**src/rtl/exc_cnt.sv**
```systemverilog
// exc_commit : exception commit stage between MEM and CP0.
//
// Accepts one instruction per mem_valid/mem_ready handshake, prioritises its
// exception flags together with the CP0 interrupt request, and presents a
// registered one-hot exception vector, PC, delay-slot flag and bad address to
// CP0. It then flushes the pipeline for one cycle and issues a fetch redirect
// (exception vector, or EPC for eret) through a valid/ready handshake.
//
// Optional feature: define EXC_CNT_EN to build a 32-bit taken-exception
// counter on exc_cnt. Without it exc_cnt is tied to zero.
//
// Ports:
//   clk, rst                  clock, asynchronous active-high reset
//   mem_valid / mem_ready     instruction handshake from MEM
//   mem_pc, mem_is_slot       instruction PC and delay-slot flag
//   mem_data_addr             load/store effective address
//   mem_adel_if .. mem_ades   exception flags, mem_eret eret marker
//   int_happen, epc           CP0 interrupt request and saved EPC
//   exc_type, exc_pc,
//   exc_is_slot, bad_vaddr,
//   eret                      commit information to CP0
//   flush                     kill all younger pipeline stages
//   redirect_valid/ready/pc   fetch redirect handshake
//   exc_cnt                   count of taken exceptions
module exc_commit #(
  parameter logic [31:0] EXC_VECTOR = 32'hBFC0_0380
) (
  input  logic        clk,
  input  logic        rst,
  input  logic        mem_valid,
  output logic        mem_ready,
  input  logic [31:0] mem_pc,
  input  logic        mem_is_slot,
  input  logic [31:0] mem_data_addr,
  input  logic        mem_adel_if,
  input  logic        mem_ri,
  input  logic        mem_ov,
  input  logic        mem_sys,
  input  logic        mem_bp,
  input  logic        mem_adel_ld,
  input  logic        mem_ades,
  input  logic        mem_eret,
  input  logic        int_happen,
  input  logic [31:0] epc,
  output logic [6:0]  exc_type,
  output logic [31:0] exc_pc,
  output logic        exc_is_slot,
  output logic [31:0] bad_vaddr,
  output logic        eret,
  output logic        flush,
  output logic        redirect_valid,
  input  logic        redirect_ready,
  output logic [31:0] redirect_pc,
  output logic [31:0] exc_cnt
);

  typedef enum logic [1:0] {
    IDLE,
    FLUSH,
    REDIRECT
  } state_t;

  state_t      state;
  logic        kind_exc;
  logic [6:0]  nxt_type;
  logic        bva_load;
  logic [31:0] bva_val;
  logic        has_exc;

  // Exception priority encoder. exc_type bit order is
  // {int, adel, ades, sys, bp, ri, ov}. Only address errors update
  // bad_vaddr; everything else leaves the previous value in place.
  always_comb begin
    nxt_type = 7'b0;
    bva_load = 1'b0;
    bva_val  = mem_data_addr;
    if (int_happen) begin
      nxt_type = 7'b1000000;
    end else if (mem_adel_if) begin
      nxt_type = 7'b0100000;
      bva_load = 1'b1;
      bva_val  = mem_pc;
    end else if (mem_ri) begin
      nxt_type = 7'b0000010;
    end else if (mem_ov) begin
      nxt_type = 7'b0000001;
    end else if (mem_sys) begin
      nxt_type = 7'b0001000;
    end else if (mem_bp) begin
      nxt_type = 7'b0000100;
    end else if (mem_adel_ld) begin
      nxt_type = 7'b0100000;
      bva_load = 1'b1;
    end else if (mem_ades) begin
      nxt_type = 7'b0010000;
      bva_load = 1'b1;
    end
  end

  assign has_exc = |nxt_type;

  // Commit FSM. All outputs are registered; mem_ready mirrors state==IDLE.
  // exc_type/eret pulse only in FLUSH, while exc_pc, exc_is_slot and
  // bad_vaddr persist for CP0 until the next exception or eret. epc is
  // sampled in FLUSH (not at accept) so the redirect uses CP0's saved EPC.
  always_ff @(posedge clk or posedge rst) begin
    if (rst) begin
      state          <= IDLE;
      kind_exc       <= 1'b0;
      mem_ready      <= 1'b1;
      exc_type       <= 7'b0;
      exc_pc         <= 32'h0;
      exc_is_slot    <= 1'b0;
      bad_vaddr      <= 32'h0;
      eret           <= 1'b0;
      flush          <= 1'b0;
      redirect_valid <= 1'b0;
      redirect_pc    <= 32'h0;
    end else begin
      case (state)
        IDLE: begin
          if (mem_valid && (has_exc || mem_eret)) begin
            state       <= FLUSH;
            mem_ready   <= 1'b0;
            flush       <= 1'b1;
            kind_exc    <= has_exc;
            exc_type    <= nxt_type;
            eret        <= ~has_exc;
            exc_pc      <= mem_pc;
            exc_is_slot <= mem_is_slot;
            if (bva_load) begin
              bad_vaddr <= bva_val;
            end
          end
        end
        FLUSH: begin
          state          <= REDIRECT;
          flush          <= 1'b0;
          exc_type       <= 7'b0;
          eret           <= 1'b0;
          redirect_valid <= 1'b1;
          redirect_pc    <= kind_exc ? EXC_VECTOR : epc;
        end
        REDIRECT: begin
          if (redirect_ready) begin
            state          <= IDLE;
            redirect_valid <= 1'b0;
            mem_ready      <= 1'b1;
          end
        end
        default: begin
          state          <= IDLE;
          mem_ready      <= 1'b1;
          flush          <= 1'b0;
          exc_type       <= 7'b0;
          eret           <= 1'b0;
          redirect_valid <= 1'b0;
        end
      endcase
    end
  end

`ifdef EXC_CNT_EN
  // Taken-exception counter: one increment per exception FLUSH cycle,
  // eret excluded; wraps naturally at 32 bits.
  always_ff @(posedge clk or posedge rst) begin
    if (rst) begin
      exc_cnt <= 32'h0;
    end else if (state == FLUSH && kind_exc) begin
      exc_cnt <= exc_cnt + 32'h1;
    end
  end
`else
  assign exc_cnt = 32'h0;
`endif

endmodule
```
**config.mk**
```make
export PLATFORM = sky130hd
export DESIGN_NAME = exc_commit
export DESIGN_NICKNAME = d
export VERILOG_FILES = /design/src/rtl/exc_cnt.sv
export SDC_FILE = /design/constraint.sdc
export NUM_CORES = 1
export LEC_CHECK = 0
export BUFFER_PORTS_ARGS = -buffer_cell sky130_fd_sc_hd__buf_2
export CORE_ASPECT_RATIO = 0.7
export CORE_MARGIN = 4
export CORE_UTILIZATION = 40
export DETAILED_ROUTE_END_ITERATION = 8
export PLACE_DENSITY = 0.7
export SLEW_MARGIN = 20
export SYNTH_ARGS = -nofsm -noshare
export SYNTH_HDL_FRONTEND = slang
export SYNTH_SLANG_ARGS = --single-unit
export TNS_END_PERCENT = 1
```
**constraint.sdc**
```tcl
create_clock -name clk -period 5.5 [get_ports clk]
set_input_delay 1.375 -clock clk [delete_from_list [all_inputs] [get_ports clk]]
set_output_delay 1.375 -clock clk [all_outputs]
set_load 0.03 [all_outputs]
```
==> key figures <==
Status
  – Status: finished clean

Floorplan
  – Initial Utilization: 0.415
  – Die X: 141 um
  – FP Rows: 33
  – Die ar.: 14200 um^2
  – Die span in y: 101 um
  – Core area: 11900 um^2
  – # IOs: 250

CTS
  – Clock Sinks: 111
  – CTS Root Cell: clkbuf_16
  – Clock Path Buffers: 2
  – CTS resizes: 0
  – Post-CTS Hold Buffers: 0
  – CTS Buf Count: 9
  – Clock-pin slew on the worst setup and hold paths: around 80 ps
  – Skew-Pair Late Insertion Delay: 350 ps
  – CTS tree: built
  – Postcts setup bufs: 0
  – Htree depth: 3

Power
  – Internal power: 2250 uW
  – Design Power: 4070 uW
  – Pwr Density: 644 nW/um^2
  – Clock network power share: 0.168
  – Comb pwr share: 0.476
  – NetSw: approximately 1800 uW
  – Sw Ratio: 0.448
  – Sequential power share: 0.356
  – Leakage power: 0.00314 uW
  – Peak VDD IR: around 0.00031 V

Critical path
  – Worst Path Buf+Inv: 2
  – CP max FO: 19
  – Slowest stage delay, CP: 610 ps
  – Crit path kind: input pin to register
  – Worst setup EP type: register
  – R2R depth: 4
  – Crit-path cells: buf_2, nor4_4, a31o_2, buf_4, mux2_2
  – CP Data Arrival Time: 3410 ps
  – Top Family by Delay on Critical Path: compound AO/OA/AOI/OAI gates
  – Critical Path RT: 5740 ps
  – WP depth: 5
  – CP Launch Type: input pin
  – CP max-delay cell: a31o_2

Route
  – Post-DRT Antenna Nets: 0
  – DRT iter0 DRCs: 148
  – Routed WL: 12500 um
  – DR WL/cell: 16.0 um
  – Vias: 3707
  – Number of remaining DRC errors: 0
  – TritonRoute pass-1 iters: 4
  – Vias per Instance: between 4 and 5

Synth
  – Synth Warn #: 0
  – Post-synthesis cell count: 411
  – Yosys cell types: 34
  – Post-Syn Area: approximately 5000 um^2
  – Seq cells post-synth: 111
  – Sequential element share of the synthesized area: 0.565
  – Synthesized area per cell: between 10 and 15 um^2
  – Ys async rst share: 1.00
  – Top FF cell, synth: dfrtp_1
  – Post-synth EDFFs: 0

Place
  – Hpwl dp: 9610 um
  – Port Buffer Count: 217
  – Pre-CTS setup slack: ~2000 ps
  – Placed cell areas: 6000 um^2
  – Routability Congestion: between 0.8 and 0.9

Global routing
  – Overflow after GRT: 0
  – Initial antenna violation count: 0
  – Global-route wire length before repair: 20200 um
  – GRT Total Usage: 0.176
  – Vias in the first global route: 3923
  – Largest net degree at the start of global routing: 74

Timing
  – RSZ-0062 raised after global routing: false
  – FMAX: 315 MHz
  – Slew Limit Headroom: 0.328
  – Fin crit share: 0.577
  – # setup viols final: 0
  – Post-route setup slack: between 2000 and 2500 ps
  – Final Hold Vio Count: 0
  – Minimum clock period: 3170 ps
  – Setup TNS: 0 ps
  – Worst Tran Pin Value: ~1000 ps
  – Max-slew violation count: 0
  – Clk_skew: 6.63 ps

Finish
  – Fill cell count: around 1100
  – Final net count: 729
  – Ant diodes: 0
  – Layout cells sized above 1: 0.449
  – Seq. cell area: 2780 um^2
  – Design Area, Final: 6320 um^2
  – Multi-input gate area: 1880 um^2
  – Area delta synth->final: 28.4%

Hold path
  – Cells on Worst Hold Path: 2
  – Worst hold path type: register to register

Run
  – Total of max-cap violations: 0
-- layout by cell type (no fill, tap or decap), types with 2 or more instances in the layout --
cell type / count
nand3b_1: 2
mux2_2: 5
inv_1: 3
mux2_4: 28
nor2_1: 19
nand2_1: 37
dfrtp_1: 110
clkbuf_16: 9
a32o_1: 2
o21ai_0: 33
o22a_1: 32
conb_1: 32
nand2b_1: 22
a21oi_1: 5
nor3_1: 3
inv_8: 2
buf_4: 4
a211oi_1: 2
a22o_1: 3
buf_2: 217
o21a_1: 33
-- through the flow --
| step | hold WS, ps | cells | utilization |
|---|---|---|---|
| floorplan | 517 | 442 | - |
| global placement | 453 | 764 | 0.505 |
| detailed placement | 462 | 765 | 0.507 |
| CTS | 477 | 781 | 0.533 |
| global route | 488 | 781 | 0.533 |
| finish | 473 | 781 | 0.533 |
-- power by group through the flow --
stage | sequential [uW] | clock [uW] | combinational [uW]
global placement | 1450 | 0 | 1930
global route | 1510 | 736 | 2060
finish | 1450 | 683 | 1940
floorplan | 2190 | 0 | 661
detailed placement | 1460 | 0 | 1960
CTS | 1450 | 706 | 1960
-- worst register-to-register path, delay by kind of cell, from the launching register on --
| family | cells | cell delay [ps] |
|---|---|---|
| buffers and inverters | 1 | 430 |
| and+or+nand+nor | 1 | 230 |
| muxes | 1 | 390 |
| DFF | 1 | 550 |
| AOI/OAI and AO/OA | 1 | 480 |
-- cells by family after synthesis --
| family | after synthesis | share of synthesized area |
|---|---|---|
| AO/OA/AOI/OAI | 114 | 0.165 |
| buffers and inverters | 60 | 0.0786 |
| flip-flops | 111 | 0.565 |
| multiplexers | 33 | 0.0969 |
| other | 1 | 0.000762 |
| AND/OR/NAND/NOR | 92 | 0.0941 |
-- state kept, by name, summed over array words and instances, names as in the netlist, 2 cells and up --
| register | cells |
|---|---|
| exc_type | 7 |
| state | 2 |
| redirect_pc | 32 |
| exc_pc | 32 |
| bad_vaddr | 32 |
-- cell type report --
class	instances	share of cell area
Clock buffer	10	0.0378
Clock inverter	6	0.0119
Inverter	4	0.00277
Multi-Input combinational cell	271	0.297
Sequential cell	111	0.440
Tap cell	157	0.0311
Timing Repair Buffer	222	0.179
-- Yosys cell counts (2+ instances only) --
master | instances | area [um^2]
dfrtp_1 | 110 | 2750
nand2_1 | 37 | 139
o21a_1 | 33 | 248
o21ai_0 | 33 | 165
buf_4 | 32 | 240
o22a_1 | 32 | 280
mux2_4 | 28 | 420
nand2b_1 | 23 | 144
nor2_1 | 19 | 71.3
clkbuf_1 | 16 | 60.1
a21oi_1 | 5 | 25.0
buf_6 | 5 | 56.3
mux2_2 | 5 | 56.3
inv_1 | 4 | 15.0
a22o_1 | 3 | 26.3
buf_2 | 3 | 15.0
nor3_1 | 3 | 15.0
a211oi_1 | 2 | 15.0
a32o_1 | 2 | 20.0
nand3b_1 | 2 | 15.0
-- final timing paths --
| path | startpoint | slack, ps | end |
|---|---|---|---|
| setup / recovery | mem_ri | 2330 | exc_pc[28] |
| setup reg to reg | state[0] | 3320 | exc_pc[28] |
| hold / removal | mem_ready | 470 | mem_ready |
| min in group asynchronous | rst | 1230 | exc_type[3] |
| hold reg to reg | mem_ready | 470 | mem_ready |
| max in group asynchronous | rst | 3220 | exc_pc[0] |
-- layer usage --
layer,up-vias,global-route usage,wire [um]
met5,-,0,0
met4,0,0.0462,143
met3,14,0.0469,911
met2,121,0.297,6130
met1,1795,0.227,5300
li1,1777,-,-
(Power assumes the default switching activity.)
